==> config.mk <==
export PLATFORM = sky130hd
export DESIGN_NAME = dir_input_ctrl
export DESIGN_NICKNAME = d
export VERILOG_FILES = /design/src/rtl/dir_input_ctrl.sv
export SDC_FILE = /design/constraint.sdc
export NUM_CORES = 1
export LEC_CHECK = 0
export ABC_AREA = 1
export CELL_PAD_IN_SITES_DETAIL_PLACEMENT = 0
export CELL_PAD_IN_SITES_GLOBAL_PLACEMENT = 1
export CORE_ASPECT_RATIO = 0.5
export CORE_UTILIZATION = 40
export DETAILED_ROUTE_END_ITERATION = 16
export PLACE_DENSITY_LB_ADDON = 0.1
export SLEW_MARGIN = 20
export SYNTH_ARGS = -nofsm -noshare
export SYNTH_HDL_FRONTEND = slang
export SYNTH_SLANG_ARGS = --single-unit
==> constraint.sdc <==
create_clock -name clk -period 2 [get_ports clk]
set_input_delay 0.2 -clock clk [delete_from_list [all_inputs] [get_ports clk]]
set_output_delay 0.2 -clock clk [all_outputs]
set_load 0.02 [all_outputs]
==> src/rtl/dir_input_ctrl.sv <==
// Direction input controller for the snake game: synchronizes and debounces four
// push-buttons, arbitrates simultaneous presses and holds the current direction.
module dir_input_ctrl #(
    parameter int DEBOUNCE_CYCLES = 250000,
    parameter int CNT_W           = 18
) (
    input  logic       clk,
    input  logic       reset,
    input  logic       up_i,
    input  logic       down_i,
    input  logic       left_i,
    input  logic       right_i,
    output logic       up,
    output logic       down,
    output logic       left,
    output logic       right,
    output logic [1:0] dir,
    output logic       dir_changed
);

    // Bit index of every per-button vector equals the direction code.
    localparam logic [1:0] DIR_UP    = 2'b00;
    localparam logic [1:0] DIR_DOWN  = 2'b01;
    localparam logic [1:0] DIR_LEFT  = 2'b10;
    localparam logic [1:0] DIR_RIGHT = 2'b11;

    localparam logic [CNT_W-1:0] CNT_LAST = CNT_W'(DEBOUNCE_CYCLES - 1);

    logic [3:0]       raw;
    logic [3:0]       s1;
    logic [3:0]       s2;
    logic [3:0]       db;
    logic [3:0]       db_prev;
    logic [3:0]       press;
    logic [CNT_W-1:0] cnt [4];
    logic [3:0]       onehot_q;
    logic             cand_valid;
    logic [1:0]       cand;
    logic             accept;

    function automatic logic [3:0] decode(input logic [1:0] d);
        decode = 4'b0001 << d;
    endfunction

    assign raw = {right_i, left_i, down_i, up_i};

    // NOTE: sequential state uses non-blocking assignments so every flop
    // samples the pre-edge value of its neighbours, which the synchronizer relies on.
    always_ff @(posedge clk) begin
        if (reset) begin
            s1 <= '0;
            s2 <= '0;
        end else begin
            s1 <= raw;
            s2 <= s1;
        end
    end

    // NOTE: the counter array is cleared in reset like any other register;
    // a partial count must never survive a reset pulse.
    always_ff @(posedge clk) begin
        if (reset) begin
            db      <= '0;
            db_prev <= '0;
            for (int b = 0; b < 4; b++) begin
                cnt[b] <= '0;
            end
        end else begin
            db_prev <= db;
            for (int b = 0; b < 4; b++) begin
                if (s2[b] == db[b]) begin
                    cnt[b] <= '0;
                end else if (cnt[b] == CNT_LAST) begin
                    db[b]  <= s2[b];
                    cnt[b] <= '0;
                end else begin
                    cnt[b] <= cnt[b] + 1'b1;
                end
            end
        end
    end

    // Only rising debounced edges count as presses.
    assign press = db & ~db_prev;

    // NOTE: defaults first, so no path through this block leaves a latch.
    always_comb begin
        cand_valid = 1'b1;
        cand       = DIR_UP;
        if (press[DIR_UP]) begin
            cand = DIR_UP;
        end else if (press[DIR_DOWN]) begin
            cand = DIR_DOWN;
        end else if (press[DIR_LEFT]) begin
            cand = DIR_LEFT;
        end else if (press[DIR_RIGHT]) begin
            cand = DIR_RIGHT;
        end else begin
            cand_valid = 1'b0;
        end
    end

    // Flipping bit 0 of a code yields its reverse (up/down, left/right).
    assign accept = cand_valid && (cand != dir) && (cand != (dir ^ 2'b01));

    always_ff @(posedge clk) begin
        if (reset) begin
            dir         <= DIR_RIGHT;
            onehot_q    <= decode(DIR_RIGHT);
            dir_changed <= 1'b0;
        end else begin
            dir_changed <= accept;
            if (accept) begin
                dir      <= cand;
                onehot_q <= decode(cand);
            end
        end
    end

    assign {right, left, down, up} = onehot_q;

endmodule

* Yosys cells after proc, flatten, opt, wreduce, memory -nomap -nowiden
Memories as Yosys holds them, arrays and structs flattened. Index checks and enable logic that the tools add are counted.
Cells by class: add/sub/neg operators 4, eq/ne operators 10, muxes and demuxes 66, shifts and indexed selects 1, reduce and logical (&&, ||, !) cells 6, bitwise logic cells 19
Operator list (count):
- $mux 18 | 12
- $add 18x1->18 const B | 4
- $eq 18x18->1 const B | 4
- $mux 1 | 50
- $or 1x1->1 | 12
- $mux 2 | 4
- $reduce_and 2->1 | 4
- $not 1->1 | 5
- $and 4x4->4 | 1
- $eq 1x1->1 | 4
- $ne 2x2->1 | 2
- $not 4->4 | 1
- $shl 1x2->4 const A | 1
- $logic_and 1x1->1 | 2
Word-level totals: RAM bits 72, register bits after elaboration 23, bits of input ports 6, logic and storage cells 117, memories 1
Memory list:
- cnt | depth 4, width 18, rd ports 4, clocked after Yosys merged registers in 0, write ports 4, RTL line 35 | logic [CNT_W-1:0] cnt [4];

* Logic depth before layout (Yosys ltp)
Gate-level depths: netlist (run 1).
depth after elaboration 9, gate-level depth with buffers 10, depth with buffers taken out 10

* Worst setup path after synthesis (run 1)
Ideal clock, no wire load.
path kind register to register, start memory cnt[2][0], end memory cnt[2][4], data pin, clock period less this slack 1588 ps, arrival time 1330 ps, path slack 412 ps, stages on the path, launching flop included 10, path through edfxtp_1 ha_1 nand2_1 nor2_1 nand2_1 nor2_2 nand2_2 nand2_4 buf_6 a21oi_1
RTL lines (RTL line):
- from (decl) | 35

==> results of run 1 <==
## synth_stat cells, types with 3 or more instances
cell | instances | area (um^2)
inv_1 | 87 | 327
nor3_1 | 9 | 45.0
dfxtp_1 | 23 | 460
ha_1 | 4 | 50.1
xor2_1 | 12 | 105
nand2_1 | 163 | 612
o21ai_1 | 6 | 30.0
xnor2_1 | 6 | 52.6
nor2_1 | 129 | 484
a21oi_1 | 44 | 220
nand4_1 | 13 | 81.3
edfxtp_1 | 72 | 2160
buf_6 | 3 | 33.8
o21ai_0 | 15 | 75.1
nand3_1 | 41 | 205
inv_2 | 5 | 18.8
or2_0 | 7 | 43.8
nand2_4 | 3 | 33.8
nor2_2 | 7 | 43.8
## layer usage
layer  vias to the layer above  share of wire  track usage
met2                        40           0.40        0.243
met3                         2          0.035       0.0495
met5                         -              0            0
met1                      1748           0.56        0.227
met4                         0         0.0027       0.0364
li1                       2242              -            -
## registers in the layout, indices dropped and copies added, names as in the netlist
name and flops:
cnt 72, db 4, db_prev 4, dir 2
dir_changed 1, onehot_q 4, s1 4, s2 4
## through the flow
stage	std cells	setup slack [ns]	hold WS [ns]
2_1_floorplan	734	0.412	0.269
3_3_place_gp	907	0.233	0.391
3_5_place_dp	907	0.224	0.397
4_1_cts	923	0.213	0.375
5_1_grt	923	0.0354	0.412
6_report	923	0.249	0.389
## power by group
group / total, mW / internal [mW] / switching, mW
Clock: 1.70 / 0.960 / 0.741
Combinational: 0.178 / 0.0598 / 0.118
Sequential: 2.26 / 2.19 / 0.0690
## cells by family (layout without fill, tap and decap cells)
| logic type | after synthesis | count (layout) | synth area share |
|---|---|---|---|
| compound gates | 66 | 66 | 0.0645 |
| fa+ha+maj | 4 | 4 | 0.00966 |
| simple gates | 381 | 381 | 0.312 |
| other cells | 1 | 72 | 0.000724 |
| flops | 95 | 95 | 0.506 |
| xor+xnor | 18 | 18 | 0.0304 |
| buf+inv | 98 | 122 | 0.0763 |
## worst paths after layout
path                              endpoint  slack (ns)  cells past startpoint
hold reg to reg           s2[2]$_SDFF_PP0_        0.40                      2
setup reg to reg  cnt[2][11]$_SDFFCE_PN0P_        0.25                      8
hold / removal            s1[0]$_SDFF_PP0_        0.39                      3
setup / recovery  cnt[2][11]$_SDFFCE_PN0P_        0.25                      8
## area by class of cell
type | count | share of cell area
flip-flops and latches | 95 | 0.435
inverters | 92 | 0.0573
well taps | 165 | 0.0343
clock buffers | 9 | 0.0374
multi-input cells | 541 | 0.403
repair buffers | 14 | 0.0224
clock inverters | 7 | 0.0106
## worst max-delay path, stage by stage (launching register included)
cell and delay [ns]:
edfxtp_1 0.41, ha_1 0.23, nand2_1 0.10, nor2_1 0.14, nand2_1 0.10, nor2_2 0.15
nand2_2 0.09, nand2_4 0.18, a21oi_1 0.07
## cells in the final DEF, fill, tap and decap left out, types with 2 or more instances in the layout
| master | Yosys | layout |
|---|---|---|
| nand2_4 | 3 | 3 |
| edfxtp_1 | 72 | 72 |
| clkinv_4 | 0 | 2 |
| nor2_1 | 129 | 129 |
| buf_4 | 1 | 2 |
| xnor2_1 | 6 | 6 |
| conb_1 | 1 | 72 |
| or2_0 | 7 | 7 |
| nand4_1 | 13 | 13 |
| inv_1 | 87 | 87 |
| ha_1 | 4 | 4 |
| clkinv_1 | 0 | 3 |
| nand2_1 | 163 | 163 |
| clkdlybuf4s50_1 | 0 | 12 |
| dfxtp_1 | 23 | 23 |
| clkbuf_16 | 0 | 9 |
| nor3_1 | 9 | 9 |
| or2_1 | 2 | 2 |
| a21oi_1 | 44 | 44 |
| o21ai_1 | 6 | 6 |
| xor2_1 | 12 | 12 |
| nand3b_1 | 2 | 2 |
| nor2_2 | 7 | 7 |
| o21ai_0 | 15 | 15 |
| nand3_1 | 41 | 41 |
| inv_2 | 5 | 5 |
==> summary.txt, run 1 <==
Power and ir drop
  • Leak: 2.43 nW
  • Pwr Density: 686 nW/um^2
  • VDD IR max: 0.388 mV
  • Power consumption: 4.14 mW

Layout
  • Multi-input gate area: 2430 um^2
  • Final Core Density: 0.493
  • Share of cells above drive strength 1: 0.0462
  • Design area: 6030 um^2
  • ANT cells: 0
  • Area Overhead vs Synth: 16.4%
  • Sequential Area: 2620 um^2
  • Fill cells: 1228
  • Nets: 763

Floorplanning
  • DIE WIDTH: 163 um
  • Die area: 13400 um^2
  • Starting density of the core: 0.424
  • I/O pins: 13
  • Row count: 28
  • Chip Height: 82.5 um
  • Core area: 12200 um^2

Critical path
  • FF-to-FF Start: cnt[2][0]$_SDFFCE_PN0P_
  • Crit path max fanout: 17
  • Critical path startpoint: cnt[2][0]$_SDFFCE_PN0P_
  • Crit path DAT: 1.83 ns
  • CP Launch Type: register
  • WP data required: 2.08 ns
  • CP endpoint kind: register
  • CP Class: reg2reg

Clock tree
  • PostCTS Resize Cnt: 0
  • Hold buffers post-CTS: 0
  • # Post-CTS Setup Buffers: 0
  • Clk buf depth: 2
  • Clock Latency Late Sink: 0.34 ns
  • Number of clock buffers inserted by TritonCTS: 9
  • CTS tree: yes
  • H-tree depth: 3
  • Clk sink count: 95
  • Clock transition at the registers of the reported paths: 0.07 ns
  • CTS root buf: clkbuf_16

Synthesis
  • Register area share after synthesis: 0.506
  • Synth Flop Type: edfxtp_1
  • Seq cells post-synth: 95
  • FFs w/ async S/R, synth: 0
  • Synth unique cells: 31
  • Post-Syn Area: 5180 um^2
  • Synth warn: 0
  • Syn avg cell area: 7.81 um^2
  • Post-synth EDFFs: 72
  • Cells after synthesis: 663

Timing
  • Max frequency: 571 MHz
  • Hold Violations, Final: 0
  • RSZ-0062 raised after global routing: false
  • Setup Skew: 0.00820 ns
  • Period utilization: 0.876
  • Fin Setup TNS: 0 ns
  • Final slew viol count: 0
  • Final setup violation count: 0
  • Crit path time final: 1.75 ns

GRT
  • First-pass GRT wire length: 17000 um
  • Congestion Overflow GR: 0
  • Total global-route track usage: 0.162
  • Vias in the first global route: 3716
  • Largest net degree at the start of global routing: 19
  • Initial antenna violation count: 0

Drt
  • Vias per inst: 4.37
  • Drc violations: 0
  • Routed Antenna Nets: 0
  • First DRT Iteration DRCs: 219
  • Final WL: 9800 um
  • DRT Pass-1 Iters: 5
  • Vias: 4032
  • Average wire per standard cell: 10.6 um

Placed design
  • HPWL Detailed: 7330 um
  • Routability cong.: 0.783
  • Number of port buffers: 12
  • Post-Place Cell Area: 5740 um^2

Min path
  • Hold_sp: up_i
  • Hold crit path type: in2reg

Status
  • Outcome: complete, no violations

Job
  • MaxCap Viol Count: 0
No activity file was read; power rests on OpenSTA's default activity.
==> inputs of run 2 (changes only) <==
Settings changed: SKIP_CTS_REPAIR_TIMING set to 1.
==> results of run 2 <==
No change in the layout: final DEF, timing and power equal those of run 1.
